File: src/rtl/mem_port_arbiter.sv
// rtl/mem_port_arbiter.sv - fetch/data arbiter for a shared single-ported memory
// Optional watchdog: define ARB_TIMEOUT_EN to abort a transaction after TIMEOUT busy cycles.
module mem_port_arbiter #(
    parameter int ADDR_WIDTH = 32,
    parameter int DATA_WIDTH = 32,
    parameter int TIMEOUT    = 255
) (
    input  logic                    clk,
    input  logic                    rst,
    input  logic                    i_req,
    input  logic [ADDR_WIDTH-1:0]   i_addr,
    output logic [DATA_WIDTH-1:0]   i_rdata,
    output logic                    i_done,
    output logic                    i_busy,
    input  logic                    d_req,
    input  logic                    d_we,
    input  logic [DATA_WIDTH/8-1:0] d_be,
    input  logic [ADDR_WIDTH-1:0]   d_addr,
    input  logic [DATA_WIDTH-1:0]   d_wdata,
    output logic [DATA_WIDTH-1:0]   d_rdata,
    output logic                    d_done,
    output logic                    d_busy,
    output logic                    mem_req,
    output logic                    mem_we,
    output logic [DATA_WIDTH/8-1:0] mem_be,
    output logic [ADDR_WIDTH-1:0]   mem_addr,
    output logic [DATA_WIDTH-1:0]   mem_wdata,
    input  logic [DATA_WIDTH-1:0]   mem_rdata,
    input  logic                    mem_ready,
    output logic                    err
);

    localparam logic [1:0] IDLE   = 2'd0;
    localparam logic [1:0] BUSY_I = 2'd1;
    localparam logic [1:0] BUSY_D = 2'd2;

    localparam logic GRANT_FETCH = 1'b0;
    localparam logic GRANT_DATA  = 1'b1;

    logic [1:0] state;
    logic       last_grant;
    logic       grant_i;
    logic       grant_d;
    logic       timeout;
    logic       finish;

    // Data wins a tie unless it also won the previous grant, so fetch cannot starve.
    always_comb begin
        grant_d = d_req && (!i_req || (last_grant == GRANT_FETCH));
        grant_i = i_req && !grant_d;
    end

`ifdef ARB_TIMEOUT_EN
    localparam int CNT_W = $clog2(TIMEOUT + 1);

    logic [CNT_W-1:0] wd_cnt;

    always_ff @(posedge clk) begin
        if (rst) begin
            wd_cnt <= '0;
        end else if (state == IDLE) begin
            wd_cnt <= '0;
        end else if (!mem_ready) begin
            wd_cnt <= wd_cnt + 1'b1;
        end
    end

    // A ready arriving in the timeout cycle completes normally.
    assign timeout = (state != IDLE) && !mem_ready && (wd_cnt == CNT_W'(TIMEOUT - 1));
`else
    assign timeout = 1'b0;
`endif

    assign err    = timeout;
    assign finish = (state != IDLE) && (mem_ready || timeout);

    assign i_done  = (state == BUSY_I) && finish;
    assign d_done  = (state == BUSY_D) && finish;
    assign i_rdata = ((state == BUSY_I) && mem_ready) ? mem_rdata : '0;
    assign d_rdata = ((state == BUSY_D) && mem_ready) ? mem_rdata : '0;
    assign i_busy  = i_req && !i_done;
    assign d_busy  = d_req && !d_done;

    always_ff @(posedge clk) begin
        if (rst) begin
            state      <= IDLE;
            mem_req    <= 1'b0;
            mem_we     <= 1'b0;
            mem_be     <= '0;
            mem_addr   <= '0;
            mem_wdata  <= '0;
            last_grant <= GRANT_FETCH;
        end else begin
            case (state)
                IDLE: begin
                    if (grant_d) begin
                        mem_req    <= 1'b1;
                        mem_we     <= d_we;
                        mem_be     <= d_be;
                        mem_addr   <= d_addr;
                        mem_wdata  <= d_wdata;
                        last_grant <= GRANT_DATA;
                        state      <= BUSY_D;
                    end else if (grant_i) begin
                        mem_req    <= 1'b1;
                        mem_we     <= 1'b0;
                        mem_be     <= '1;
                        mem_addr   <= i_addr;
                        mem_wdata  <= '0;
                        last_grant <= GRANT_FETCH;
                        state      <= BUSY_I;
                    end
                end
                default: begin
                    if (finish) begin
                        mem_req <= 1'b0;
                        state   <= IDLE;
                    end
                end
            endcase
        end
    end

endmodule

File: config.mk
export PLATFORM = sky130hd
export DESIGN_NAME = mem_port_arbiter
export DESIGN_NICKNAME = d
export VERILOG_FILES = /design/src/rtl/mem_port_arbiter.sv
export SDC_FILE = /design/constraint.sdc
export NUM_CORES = 1
export LEC_CHECK = 0
export BUFFER_PORTS_ARGS = -buffer_cell sky130_fd_sc_hd__buf_2
export CORE_AREA = 2 2 106 108
export CTS_CLUSTER_DIAMETER = 120
export DETAILED_ROUTE_END_ITERATION = 12
export DIE_AREA = 0 0 108 110
export GPL_TIMING_DRIVEN = 0
export PLACE_DENSITY = 0.72
export SYNTH_ARGS = -nofsm -noshare
export SYNTH_HDL_FRONTEND = slang
export SYNTH_SLANG_ARGS = --single-unit
File: constraint.sdc
create_clock -name clk -period 1.35 [get_ports clk]
set_input_delay 0.27 -clock clk [delete_from_list [all_inputs] [get_ports clk]]
set_output_delay 0.27 -clock clk [all_outputs]
set_load 0.005 [all_outputs]
==> out/qor.csv <==
metric,value,unit
P&R area growth vs syn,87.66,%
first-pass GRT wire length,22390,µm
CTS tree,built,
fin nets,887,
Max Root-Sink Buffers,2,
Final Cell Area,6640,µm²
Overflow after GRT,0,
DRT met1 WL,6311,µm
Avg Inst Size Synth,8.060,µm²
Max Clock Freq,577.2,MHz
metal3 WL,1150,µm
Leak,3.082,nW
"Max FO, Critical Path",8,
Final Max Slew Viols,0,
die width,108,µm
Gate power share,0.340,
largest net degree at the start of global routing,13,
Ports,277,
DR WL met2,8471,µm
H-tree Lvls,3,
R2R setup slack,-170,ps
clock power share,0.254,
CTS Buf Count,9,
Worst-Skew Late Latency,350,ps
WP buf/inv,4,
vias after detailed routing,4666,
outcome,"complete, but fails checks",
WL final,16280,µm
P_sw,1.989,mW
Mapped Nets,577,
Worst setup SP type,flop,
Die Y-Extent,110,µm
sequential share of power,0.406,
clock slew seen by the registers of the worst setup and hold paths,80,ps
final setup margin,-382.6,ps
DRC viols,0,
Root Driver,clkbuf_8,
Site Rows,38,
final setup fails,139,
period utilization,1.283,
Initial DRC Count,253,
Hold WC Path Type,input pin to flop,
warning count from the yosys run,0,
vias in the first global route,4484,
drt wl/cell,18.17,µm
WP data arrival,1460,ps
Mapped Area,3538,µm²
Worst Skew,8.327,ps
Worst Setup End Kind,output pin,
antenna violations before repair,3,
DR top layer,met4,
core area,10700,µm²
die area,11880,µm²
Pint,4.105,mW
hpwl dp,11060,µm
Setup CP Type,flop to output pin,
"Power, Total",6.093,mW
RSZ-0062 raised after global routing,true,
switch share,0.3264,
Slew @ Worst Pin,664.1,ps
PortBufs,274,
GP Congestion,0.8097,
"Critical Path, Cell by Cell",buf_12 > nor2_4 > buf_12 > clkbuf_16 > and2_4 > buf_6,
min Tclk post-route,1733,ps
Antenna Nets Post-Route,0,
"Req. time, crit path",1080,ps
VDD IR-drop max,0.4315,mV
count of cell types in the netlist,31,
DRT Pass-1 Iters,5,
post-synthesis cell count,439,
CP max stage cell,dfxtp_4,
PD cells,917.6,nW/µm²
"Hold Vio Cnt, Final",0,
max_slew headroom,0.5573,
most frequent CP cell,buf_12,
clk sink count,73,
gr usage total,0.2431,
Starting Density,0.3308,
max-cap violations,0,
Placed Area,5085,µm²
failing checks,negative setup slack,
Top Family by Delay on Critical Path,buffers and inverters,
vias per inst,5.208,
CP max stage delay,360,ps
share of cells above drive strength 1,0.6534,
Synth Register Bits,73,
register area share after synthesis,0.4130,
utilization after layout,0.6207,
## cell families (layout without fill, tap and decap cells)
group,Yosys count,count (layout),synth area share
simple gates,163,163,0.2656
compound gates,141,141,0.2263
flops,73,73,0.4130
buf+inv,55,369,0.07708
mux,6,6,0.01697
other cells,1,4,0.001060
## area by class of cell
type,count,area [µm²]
Antenna cell,3,7.507
Buffer,53,486.7
Clock buffer,10,137.6
Clock inverter,5,31.28
Fill cell,927,4058
Inverter,2,7.507
Multi-Input combinational cell,311,2301
Sequential cell,73,1469
Tap cell,140,175.2
Timing Repair Buffer,299,2024
## per-stage QoR
| stage | hold slack (ps) | setup slack [ps] | instances | TNS (ps) |
|---|---|---|---|---|
| final | 160.7 | -382.6 | 896 | -32380 |
| after global placement | 454.2 | -437.3 | 853 | -35580 |
| after CTS | 154.7 | -355.3 | 882 | -24280 |
| after detailed placement | 464.0 | -435.5 | 853 | -37280 |
| after global routing | 162.3 | -423.1 | 896 | -38710 |
| after floorplan | 421.9 | 64.90 | 439 | 0 |
## cell usage after synthesis
cell	count	area [µm²]
a211oi_1	6	45.04
a21boi_0	1	7.510
a21boi_4	1	18.77
a21oi_1	41	205.2
a31oi_1	26	162.7
a32oi_1	1	8.760
and2_1	64	400.4
buf_1	1	3.750
buf_2	19	95.09
buf_4	9	67.56
buf_6	1	11.26
clkbuf_1	22	82.58
clkbuf_2	1	5.000
conb_1	1	3.750
dfxtp_1	73	1461
inv_1	2	7.510
mux2i_1	6	60.06
nand2_1	2	7.510
nand2b_1	2	12.51
nand3_1	59	295.3
nand4_1	26	162.7
nor2_1	3	11.26
nor2_2	2	12.51
nor2b_1	2	12.51
nor3b_2	1	12.51
o21a_1	1	7.510
o21ai_0	54	270.3
o21ai_1	6	30.03
o221a_2	4	45.04
or2_1	1	6.260
or2_2	1	6.260
## cell usage in the layout (no fill, tap or decap), drive strengths merged, types with 3 or more instances in the layout
cell	Yosys	final
a21oi	41	41
inv	2	3
o21ai	60	60
o221a	4	4
a31oi	26	26
and2	64	64
nand4	26	26
nor2	5	5
nand3	59	59
mux2i	6	6
clkbuf	23	40
clkinv	0	3
buf	30	322
diode	0	3
a211oi	6	6
dfxtp	73	73
## sequential cells by signal (all words and copies together), names as in the netlist
| signal | flops |
|---|---|
| mem_addr | 32 |
| mem_be | 4 |
| mem_req | 1 |
| mem_we | 1 |
| last_grant | 1 |
| state | 2 |
| mem_wdata | 32 |
## final timing paths
| path | from | endpoint | depth (start not counted) |
|---|---|---|---|
| max | state[1] | i_rdata[30] | 6 |
| min | d_we | mem_we | 3 |
| max reg2reg | state[1] | mem_be[2] | 7 |
| min reg2reg | mem_wdata[11] | mem_wdata[11] | 2 |
## repair_timing
item / CTS / global route
pin swaps: 39 / 123
setup buffers: 7 / 3
endpoints found under the setup margin: 137 / 140
resized for setup: 208 / 128
endpoints found under the hold margin: 0 / 0
hold buffers: 0 / 0
cloned: 7 / 8
## worst register-to-register path, delay by kind of cell, from the launching register on
family / cells / cell delay (ps)
AO/OA/AOI/OAI: 1 / 180
buffers and inverters: 4 / 530
flip-flops: 1 / 360
AND/OR/NAND/NOR: 2 / 410
## power groups by stage
stage	sequential, mW	combinational [mW]	clock, mW
final	2.47	2.07	1.55
after detailed placement	2.48	1.36	0
after CTS	2.44	1.70	1.57
after global routing	2.49	2.22	1.64
after global placement	2.48	1.35	0
after floorplan	2.49	0.674	0
## metal layers
metal,global-route usage,vias to the layer above
li1,-,2225
met1,0.2802,2202
met2,0.4340,214
met3,0.05115,25
met4,0.1090,0
met5,0,-
(Power assumes the default switching activity.)
